===== config.mk =====
export PLATFORM = sky130hd
export DESIGN_NAME = mem_arbiter
export DESIGN_NICKNAME = d
export VERILOG_FILES = /design/src/rtl/mem_arbiter.sv
export SDC_FILE = /design/constraint.sdc
export NUM_CORES = 1
export LEC_CHECK = 0
export ABC_AREA = 1
export CAP_MARGIN = 20
export CORE_AREA = 2 2 106 108
export CTS_CLUSTER_DIAMETER = 100
export CTS_CLUSTER_SIZE = 40
export DETAILED_ROUTE_END_ITERATION = 6
export DIE_AREA = 0 0 108 110
export SLEW_MARGIN = 20
export SYNTH_ARGS = -nofsm -noshare
export SYNTH_HDL_FRONTEND = slang
export SYNTH_SLANG_ARGS = --single-unit

===== constraint.sdc =====
create_clock -name clk -period 1.8 [get_ports clk]
set_clock_uncertainty 0.1 [all_clocks]
set_input_delay 0.18 -clock clk [delete_from_list [all_inputs] [get_ports clk]]
set_output_delay 0.18 -clock clk [all_outputs]
set_load 0.005 [all_outputs]

===== src/rtl/mem_arbiter.sv =====
// ---------------------------------------------------------------------------
// mem_arbiter
//   Two-port arbiter that lets an instruction-fetch port and a data port share
//   one single-outstanding memory. A winning request is granted
//   combinationally while the arbiter is idle. The memory strobe is issued in
//   that same grant cycle, and the response comes back MEM_LAT cycles later.
//
// Parameters
//   MEM_LAT  cycles from grant to memory response (1..7)
//   DPRIO    1: data port wins every tie; 0: round-robin on ties
//
// Ports
//   clk, rst                     clock and asynchronous active-low reset
//   i_req, i_addr                fetch request and address
//   i_gnt, i_rvalid, i_rdata     fetch grant and read response
//   d_req, d_we, d_addr,
//   d_wdata, d_size              data-port request fields
//   d_gnt, d_done, d_rdata       data grant, completion and read data
//   m_en, m_we, m_addr,
//   m_wdata, m_size              memory request strobe and fields
//   m_rdata                      memory read data
//   busy                         a transaction is outstanding
// ---------------------------------------------------------------------------
module mem_arbiter #(
    parameter int MEM_LAT = 2,
    parameter bit DPRIO   = 1'b1
) (
    input  logic        clk,
    input  logic        rst,
    input  logic        i_req,
    input  logic [31:0] i_addr,
    output logic        i_gnt,
    output logic        i_rvalid,
    output logic [31:0] i_rdata,
    input  logic        d_req,
    input  logic        d_we,
    input  logic [31:0] d_addr,
    input  logic [31:0] d_wdata,
    input  logic [1:0]  d_size,
    output logic        d_gnt,
    output logic        d_done,
    output logic [31:0] d_rdata,
    output logic        m_en,
    output logic        m_we,
    output logic [31:0] m_addr,
    output logic [31:0] m_wdata,
    output logic [1:0]  m_size,
    input  logic [31:0] m_rdata,
    output logic        busy
);

    typedef enum logic [1:0] {
        IDLE   = 2'd0,
        BUSY_I = 2'd1,
        BUSY_D = 2'd2
    } state_t;

    localparam logic [2:0] LAT_INIT = 3'(MEM_LAT);

    state_t     state;
    logic [2:0] lat_cnt;
    logic       last_d;     // 1 when the most recent grant went to the data port
    logic       txn_we;     // write flag of the in-flight data transaction
    logic       can_grant;
    logic       tie_to_d;
    logic       grant_i;
    logic       grant_d;
    logic       resp;

    // Arbitration. Grants are only possible while idle and out of reset. The
    // rst term keeps every output low during reset, even with requests
    // present. On a tie in round-robin mode the port that did not win last
    // time is chosen, so after reset (last winner = fetch) data goes first.
    always_comb begin
        can_grant = (state == IDLE) && rst;
        tie_to_d  = DPRIO ? 1'b1 : !last_d;
        grant_d   = can_grant && d_req && (!i_req || tie_to_d);
        grant_i   = can_grant && i_req && !grant_d;
    end

    // The counter reaches 1 in the cycle that lies MEM_LAT cycles after the
    // grant. That cycle is the response cycle.
    assign resp = (state != IDLE) && (lat_cnt == 3'd1);

    // Memory request fields are driven only in the grant cycle. A fetch is
    // always a full-word read.
    always_comb begin
        m_en    = grant_i || grant_d;
        m_we    = grant_d && d_we;
        m_addr  = 32'd0;
        m_wdata = 32'd0;
        m_size  = 2'd0;
        if (grant_d) begin
            m_addr  = d_addr;
            m_wdata = d_wdata;
            m_size  = d_size;
        end else if (grant_i) begin
            m_addr  = i_addr;
            m_size  = 2'd3;
        end
    end

    // Responses are valid only in the response cycle. Writes return zero data.
    always_comb begin
        i_gnt    = grant_i;
        d_gnt    = grant_d;
        i_rvalid = resp && (state == BUSY_I);
        d_done   = resp && (state == BUSY_D);
        i_rdata  = i_rvalid ? m_rdata : 32'd0;
        d_rdata  = (d_done && !txn_we) ? m_rdata : 32'd0;
        busy     = (state != IDLE);
    end

    // Transaction FSM. A grant loads the latency counter. The counter then
    // counts down, and the FSM leaves the busy state in the edge that follows
    // the response cycle. Reset abandons any in-flight transaction without
    // producing a response.
    always_ff @(posedge clk or negedge rst) begin
        if (!rst) begin
            state   <= IDLE;
            lat_cnt <= 3'd0;
            last_d  <= 1'b0;
            txn_we  <= 1'b0;
        end else begin
            case (state)
                IDLE: begin
                    if (grant_d) begin
                        state   <= BUSY_D;
                        lat_cnt <= LAT_INIT;
                        last_d  <= 1'b1;
                        txn_we  <= d_we;
                    end else if (grant_i) begin
                        state   <= BUSY_I;
                        lat_cnt <= LAT_INIT;
                        last_d  <= 1'b0;
                        txn_we  <= 1'b0;
                    end
                end
                BUSY_I, BUSY_D: begin
                    if (lat_cnt == 3'd1) begin
                        state   <= IDLE;
                        lat_cnt <= 3'd0;
                    end else begin
                        lat_cnt <= lat_cnt - 3'd1;
                    end
                end
                default: begin
                    state   <= IDLE;
                    lat_cnt <= 3'd0;
                end
            endcase
        end
    end

endmodule

==> results of run 1 <==
==> cell families after synthesis <==
kind of cell / synth area share [%]
buffers and inverters: 25.2
DFF: 9.79
and+or+nand+nor: 58.4
adders and majority gates: 5.71
xor gates and xnor gates: 0.571
AOI/OAI and AO/OA: 0.326
==> per-stage QoR <==
stage / cell area (um^2) / hold slack (ns)
3_5_place_dp: 4540 / 0.385
6_report: 5410 / 0.351
3_3_place_gp: 4540 / 0.362
4_1_cts: 5140 / 0.318
5_1_grt: 5410 / 0.372
2_1_floorplan: 1530 / -0.216
==> cell usage in the layout (no fill, tap or decap), types with 4 or more instances in the layout <==
master                            count
sky130_fd_sc_hd__clkdlybuf4s15_2     22
sky130_fd_sc_hd__buf_6               34
sky130_fd_sc_hd__buf_8                5
sky130_fd_sc_hd__nor2_2              14
sky130_fd_sc_hd__nor2_1              59
sky130_fd_sc_hd__dlymetal6s2s_1       5
sky130_fd_sc_hd__nand2_1             75
sky130_fd_sc_hd__nand2_2             34
sky130_fd_sc_hd__nor2_4              26
sky130_fd_sc_hd__buf_4               28
sky130_fd_sc_hd__clkdlybuf4s50_1    135
sky130_fd_sc_hd__buf_16               7
sky130_fd_sc_hd__buf_2               66
sky130_fd_sc_hd__ha_4                 4
sky130_fd_sc_hd__nand2_4              9
sky130_fd_sc_hd__dfrtp_1              6
sky130_fd_sc_hd__buf_12               9
sky130_fd_sc_hd__nand3_1              8
sky130_fd_sc_hd__clkbuf_2            25
sky130_fd_sc_hd__dlygate4sd2_1        7
sky130_fd_sc_hd__inv_2                5
sky130_fd_sc_hd__inv_1               73
==> what timing repair did <==
action                                  CTS  global route
pin swaps                                11            18
cloned                                    9             3
resized for setup                       461           195
buffers inserted                         31            21
endpoints found under the setup margin  137           138
==> layout make-up <==
class	instances	area [um^2]
inverters	79	309
clock buffers	3	41.3
multi-input cells	239	1460
fillers	1050	5290
flip-flops and latches	6	150
well taps	140	175
repair buffers	346	3280
==> worst max-delay path, delay by kind of cell (launching register included) <==
| kind | cells | cell delay [ns] |
|---|---|---|
| fa+ha+maj | 1 | 0.17 |
| flops | 1 | 0.35 |
| simple gates | 3 | 0.24 |
| buf+inv | 7 | 0.76 |
==> state kept, by name, summed over array words and instances (netlist names) <==
name,count
lat_cnt,3
state,2
txn_we,1
==> power breakdown <==
part / switching [uW] / leakage (uW) / internal [uW]
clock network: 60.7 / 0.0000216 / 144
registers: 35.5 / 0.0000768 / 191
logic: 1070 / 0.00294 / 1390
total: 1170 / 0.00304 / 1720
==> metal layers <==
layer	GRT usage, %	wire [um]
met2	37.4	6710
met4	8.15	429
met1	15.2	3540
met5	0	0
met3	4.12	1090
==> final timing paths <==
path / end / slack, ns / start
worst max-delay path: m_addr[2] / -0.24 / state[0]
worst min-delay path: state[0] / 0.35 / rst
worst max register to register: state[1] / 0.19 / state[0]
worst min register to register: txn_we / 0.39 / txn_we
max in group asynchronous: txn_we / 1.13 / rst
min in group clk: txn_we / 0.39 / txn_we
==> load_flow_metrics.sql, run 1 <==
INSERT INTO impl_metrics (metric_group, metric, value, unit) VALUES
('yosys', 'yosys_register_bits', '6', ''),
('detailed_routing', 'detailedRoute.firstPassIterationCount', '4', ''),
('timing', 'rsz0062_at_grt', 'yes', ''),
('layout', 'antenna_cells_inserted', '0', ''),
('yosys', 'yosys.cell_count.top_type', 'sky130_fd_sc_hd__nand2_1', ''),
('detailed_routing', 'detailedRoute.firstIterationViolations', '67', ''),
('yosys', 'netlist_instances', '339', ''),
('clocking', 'number_of_buffers_created_by_cts', '3', ''),
('yosys', 'netlist.area_leader.share', '28.9', '%'),
('global_routing', 'antenna_violations_before_repair', '0', ''),
('global_routing', 'globalRouteTotalUtil', '17.6', '%'),
('layout', 'syn2layout_area_growth', '253', '%'),
('yosys', 'syn_nets', '481', ''),
('outcome', 'outcome', 'finished, violations left', ''),
('global_routing', 'global_route.overflow_total', '0', ''),
('worst_setup_path', 'critPathLaunchType', 'flip-flop', ''),
('die', 'floorplan.initialDensity', '14.3', '%'),
('yosys', 'synth.largest_area_cell', 'sky130_fd_sc_hd__nand2_1', ''),
('power', 'p_leak', '0.00304', 'uW'),
('yosys', 'synthesis.area', '1530', 'um^2'),
('timing', 'min_period_over_period', '113', '%'),
('yosys', 'yosys_warning_total', '0', ''),
('worst_setup_path', 'crit_path_end_kind', 'output pin', ''),
('clocking', 'clkTransAtPathRegs', '0.03', 'ns'),
('timing', 'timing.slew.headroom', '82.5', '%'),
('detailed_routing', 'drc', '0', ''),
('yosys', 'synth-edff-count', '0', ''),
('detailed_routing', 'route.vias.total', '3284', ''),
('detailed_routing', 'finalWirelength', '11800', 'um'),
('die', 'design.portCount', '272', ''),
('yosys', 'synth.area.top_cells', 'sky130_fd_sc_hd__nand2_1, sky130_fd_sc_hd__nor2_1, sky130_fd_sc_hd__inv_1, sky130_fd_sc_hd__dfrtp_1, sky130_fd_sc_hd__ha_1', ''),
('die', 'rows', '38', ''),
('power', 'power.density_cell_area', '534', 'nW/um^2'),
('outcome', 'failed_checks', 'setup timing', ''),
('clocking', 'cts.path.max_buffers', '2', ''),
('clocking', 'cts_tree', 'built', ''),
('yosys', 'synth_top_cells_by_count', 'sky130_fd_sc_hd__nand2_1, sky130_fd_sc_hd__nor2_1, sky130_fd_sc_hd__inv_1, sky130_fd_sc_hd__buf_2, sky130_fd_sc_hd__nand3_1', ''),
('detailed_routing', 'ant_nets', '0', ''),
('worst_setup_path', 'worst-endpoint-arrival', '1.76', 'ns'),
('yosys', 'sequential_fraction_of_the_synthesis_area', '9.79', '%'),
('die', 'fp.coreArea', '10700', 'um^2'),
('timing', 'final-max-slew-violation-count', '0', ''),
('layout', 'layout-drive-gt1-share', '44.1', '%'),
('timing', 'period_minus_slack', '2.04', 'ns'),
('place', 'dpl.hpwl', '8150', 'um'),
('worst_setup_path', 'critPathRequiredTime', '1.52', 'ns'),
('timing', 'finalSetupViolations', '117', ''),
('die', 'die_area', '11900', 'um^2'),
('job', 'max_cap_viols', '0', ''),
('worst_setup_path', 'worst_path_largest_cell_delay', '0.35', 'ns'),
('worst_setup_path', 'timing.reg2reg.worst_path_depth', '10', ''),
('yosys', 'post_synthesis_mean_instance_area', '4.52', 'um^2'),
('detailed_routing', 'wire_per_inst', '14.5', 'um'),
('die', 'die_height', '110', 'um'),
('layout', 'post-route-util', '50.6', '%'),
('timing', 'fmax_achieved', '491', 'MHz'),
('global_routing', 'wire_length_of_the_first_global_routing_pass', '16200', 'um'),
('die', 'die_width', '108', 'um'),
('clocking', 'cts.hold.buffers_added', '0', ''),
('timing', 'final-hold-violation-count', '0', ''),
('layout', 'finish.net_count', '817', ''),
('global_routing', 'grt_pass1_vias', '3273', ''),
('place', 'placement.setup.worst_slack', '-0.385', 'ns'),
('timing', 'layout_setup_ws', '-0.238', 'ns'),
('detailed_routing', 'drt-vias-per-instance', '4.04', ''),
('clocking', 'clock-root-buffer', 'sky130_fd_sc_hd__clkbuf_8', ''),
('yosys', 'synth-main-ff-cell', 'sky130_fd_sc_hd__dfrtp_1', ''),
('layout', 'final-instance-count-excl-fill', '813', ''),
('min_path', 'hold_class', 'in -> async', ''),
('global_routing', 'pin_count_of_the_biggest_net_entering_global_routing', '34', ''),
('worst_setup_path', 'slowest_stage_cell_on_the_critical_path', 'sky130_fd_sc_hd__dfrtp_1', '');
Note: power is estimated with default switching activity, not from simulation.
==> run 2, diff against run 1 <==
--- a/config.mk
+++ b/config.mk
@@ -7,11 +7,12 @@
 export LEC_CHECK = 0
 export ABC_AREA = 1
 export CAP_MARGIN = 20
-export CORE_AREA = 2 2 106 108
+export CORE_AREA = 2 2 107 109
 export CTS_CLUSTER_DIAMETER = 100
 export CTS_CLUSTER_SIZE = 40
 export DETAILED_ROUTE_END_ITERATION = 6
-export DIE_AREA = 0 0 108 110
+export DIE_AREA = 0 0 109 111
+export DONT_BUFFER_PORTS = 1
 export SLEW_MARGIN = 20
 export SYNTH_ARGS = -nofsm -noshare
 export SYNTH_HDL_FRONTEND = slang
==> run 2 against run 1 <==
  * The run still ends with setup timing left
  * Routed wire length fell by 35%
  * Via count is 34% lower
  * First-iteration DRC count is 15% lower
  * Clock power increased by 76%
  * Count of clock-buffer cells in the layout unchanged
  * Die area increased by 1.8%
  * Maximum frequency is 9.6% higher
  * Critical path depth down 2
  * Register-to-register slack lost 0.03 ns
  * Critical path type unchanged
  * Largest power group unchanged
==> load_flow_metrics.sql, run 2 (synthesis gave the netlist of run 1 again) <==
INSERT INTO impl_metrics (metric_group, metric, value, unit) VALUES
('die', 'die_width', '109', 'um'),
('die', 'floorplan.initialDensity', '13.8', '%'),
('place', 'port_buffers', '0', ''),
('die', 'rows', '39', ''),
('layout', 'sequential_cell_area', '150', 'um^2'),
('die', 'die_height', '111', 'um'),
('place', 'dp.cells', '496', ''),
('detailed_routing', 'ant_nets', '0', ''),
('layout', 'syn2layout_area_growth', '62.4', '%'),
('power', 'p_leak', '0.00151', 'uW'),
('global_routing', 'grt_pass1_vias', '1715', ''),
('outcome', 'failed_checks', 'setup timing', ''),
('layout', 'largest_register_ff_count', '3', ''),
('worst_setup_path', 'crit_path_end_kind', 'output pin', ''),
('min_path', 'hold_class', 'in -> reg', ''),
('place', 'dpl.hpwl', '5790', 'um'),
('layout', 'number_of_inserted_filler_cells_in_the_final_layout', '1241', ''),
('global_routing', 'antenna_violations_before_repair', '0', ''),
('die', 'die_area', '12100', 'um^2'),
('worst_setup_path', 'critPathRequiredTime', '1.52', 'ns'),
('global_routing', 'pin_count_of_the_biggest_net_entering_global_routing', '34', ''),
('global_routing', 'wire_length_of_the_first_global_routing_pass', '9090', 'um'),
('layout', 'mostFrequentLayoutCells', 'sky130_fd_sc_hd__nand2_1, sky130_fd_sc_hd__inv_1, sky130_fd_sc_hd__nor2_1', ''),
('worst_setup_path', 'critical_path.cell_chain', 'inv_2 -> ha_4 -> buf_6 -> nand3_4 -> nor2_4 -> buf_12 -> clkbuf_16 -> nand2_1 -> nand2_2', ''),
('global_routing', 'globalRouteTotalUtil', '10.2', '%'),
('worst_setup_path', 'critical-path-top-delay-family', 'buffers and inverters', ''),
('job', 'max_cap_viols', '0', ''),
('layout', 'combined_area_of_the_multi_input_logic_cells', '1300', 'um^2'),
('worst_setup_path', 'path_class', 'reg -> out', ''),
('timing', 'period_minus_slack', '1.86', 'ns'),
('layout', 'antenna_cells_inserted', '0', ''),
('detailed_routing', 'drt-vias-per-instance', '4.21', ''),
('worst_setup_path', 'slowest_stage_cell_on_the_critical_path', 'sky130_fd_sc_hd__dfrtp_1', ''),
('power', 'gate_power_share', '68.7', '%'),
('die', 'design.portCount', '272', ''),
('worst_setup_path', 'worst_path_largest_cell_delay', '0.37', 'ns'),
('timing', 'final-hold-violation-count', '0', ''),
('clocking', 'cts_tree', 'built', ''),
('timing', 'finalSetupViolations', '36', ''),
('worst_setup_path', 'critPathLaunchType', 'flip-flop', ''),
('power', 'power.density_cell_area', '758', 'nW/um^2'),
('global_routing', 'global_route.overflow_total', '0', ''),
('clocking', 'numClockSinks', '6', ''),
('detailed_routing', 'detailedRoute.firstIterationViolations', '57', ''),
('timing', 'layout_setup_ws', '-0.0603', 'ns'),
('timing', 'rsz0062_at_grt', 'yes', ''),
('die', 'fp.coreArea', '11100', 'um^2'),
('place', 'replace_congestion', '0.789', ''),
('layout', 'layout-drive-gt1-share', '33.1', '%'),
('detailed_routing', 'wire_per_inst', '15.0', 'um'),
('clocking', 'number_of_buffers_created_by_cts', '3', ''),
('layout', 'largest_register_by_flop_count', 'lat_cnt', ''),
('clocking', 'cts-htree-levels', '1', ''),
('timing', 'min_period_over_period', '103', '%'),
('clocking', 'clkTransAtPathRegs', '0.03', 'ns'),
('outcome', 'outcome', 'finished, violations left', ''),
('clocking', 'clock_insertion_delay_worst_skew', '0.23', 'ns'),
('layout', 'biggestRegsByFlops', 'lat_cnt x3, state x2, txn_we x1', ''),
('detailed_routing', 'detailedRoute.firstPassIterationCount', '4', ''),
('power', 'pint', '1020', 'uW'),
('worst_setup_path', 'path_buf_inv', '4', ''),
('timing', 'worstMarginPinSlew', '0.464', 'ns'),
('layout', 'layout.cells.most_common', 'sky130_fd_sc_hd__nand2_1', ''),
('power', 'power.switching_fraction', '45.8', '%'),
('power', 'power_frac_clock', '19.0', '%'),
('worst_setup_path', 'worst_path_fanout_max', '8', ''),
('worst_setup_path', 'r2r_setup_slack', '0.16', 'ns'),
('power', 'seq_power_share', '12.2', '%'),
('detailed_routing', 'finalWirelength', '7670', 'um'),
('detailed_routing', 'route.vias.total', '2153', ''),
('timing', 'final.hold.worst_slack', '0.0855', 'ns'),
('timing', 'fmax_achieved', '538', 'MHz'),
('power', 'vdd_drop_max', '0.307', 'mV'),
('clocking', 'clock-root-buffer', 'sky130_fd_sc_hd__clkbuf_16', ''),
('clocking', 'cts.path.max_buffers', '2', ''),
('layout', 'final-instance-count-excl-fill', '512', ''),
('worst_setup_path', 'worst-endpoint-arrival', '1.58', 'ns'),
('timing', 'final-max-slew-violation-count', '0', ''),
('detailed_routing', 'drc', '0', ''),
('power', 'total_switching_power', '865', 'uW'),
('timing', 'timing.slew.headroom', '69.0', '%'),
('layout', 'finish.net_count', '513', '');
-- run 2: cell types whose count changed in the layout (fill, tap and decap cells not counted), moves of 13 or more --
| cell | previous run | this run |
|---|---|---|
| sky130_fd_sc_hd__clkdlybuf4s50_1 | 135 | 0 |
| sky130_fd_sc_hd__clkbuf_2 | 25 | 0 |
| sky130_fd_sc_hd__nand2_2 | 34 | 13 |
| sky130_fd_sc_hd__nor2_2 | 14 | 36 |
| sky130_fd_sc_hd__buf_6 | 34 | 2 |
| sky130_fd_sc_hd__buf_2 | 66 | 0 |
| sky130_fd_sc_hd__nor2_4 | 26 | 1 |
| sky130_fd_sc_hd__nand2_1 | 75 | 88 |
| sky130_fd_sc_hd__clkdlybuf4s15_2 | 22 | 0 |
-- run 2: layout make-up --
type | count | area share (%)
multi-input cells | 239 | 52.1
repair buffers | 42 | 19.6
inverters | 79 | 12.1
well taps | 143 | 7.18
flip-flops and latches | 6 | 6.03
clock buffers | 3 | 3.01
-- run 2: per-layer routing --
metal	wire length [um]	track usage [%]
met5	0	0
met2	4130	19.7
met3	664	1.88
met1	2720	10.6
met4	157	3.68
-- run 2: worst paths after layout --
check	start	to	cells after the start
min	d_we	txn_we	4
min reg2reg	txn_we	txn_we	2
max in group asynchronous	rst	txn_we	1
max	state[0]	m_addr[16]	9
min in group asynchronous	rst	lat_cnt[2]	1
max reg2reg	state[0]	state[0]	10
-- run 2: stage by stage --
| stage | instance area, um^2 | total power (uW) | TNS (ns) | util (%) | setup WS (ns) |
|---|---|---|---|---|---|
| detailed placement | 1890 | 1240 | 0 | 17.1 | 0.101 |
| CTS | 2100 | 1720 | -1.38 | 18.9 | -0.0737 |
| global placement | 1890 | 1230 | 0 | 17.1 | 0.115 |
| global route | 2490 | 2090 | -4.80 | 22.5 | -0.129 |
| finish | 2490 | 1890 | -1.16 | 22.5 | -0.0603 |
| floorplan | 1530 | 875 | 0 | - | 0.161 |
-- run 2: timing repair --
| action | 4_1_cts | 5_1_grt |
|---|---|---|
| gates resized for setup | 24 | 77 |
| gates cloned | 1 | 6 |
| hold endpoints to repair | 6 | 0 |
| pin swaps | 1 | 16 |
| setup endpoints to repair | 42 | 100 |
| hold buffers | 1 | 0 |
| setup buffers | 2 | 4 |
-- run 2: worst reg2reg max path, cell delays in order (launching register included) --
cell                      delay (ns)
sky130_fd_sc_hd__dfrtp_1        0.37
sky130_fd_sc_hd__inv_2          0.10
sky130_fd_sc_hd__ha_4           0.15
sky130_fd_sc_hd__buf_6          0.10
sky130_fd_sc_hd__nand3_4        0.08
sky130_fd_sc_hd__buf_4          0.13
sky130_fd_sc_hd__buf_4          0.14
sky130_fd_sc_hd__nand2_1        0.15
sky130_fd_sc_hd__nand2_1        0.09
sky130_fd_sc_hd__nand2_1        0.06
sky130_fd_sc_hd__nand2_1        0.05
-- run 2: power by group through the flow --
| stage | Combinational [uW] | Clock [uW] | Sequential [uW] |
|---|---|---|---|
| after detailed placement | 1020 | 0 | 222 |
| after global placement | 1010 | 0 | 221 |
| after CTS | 1130 | 367 | 224 |
| after global routing | 1480 | 378 | 237 |
| after floorplan | 651 | 0 | 224 |
| final | 1300 | 360 | 231 |
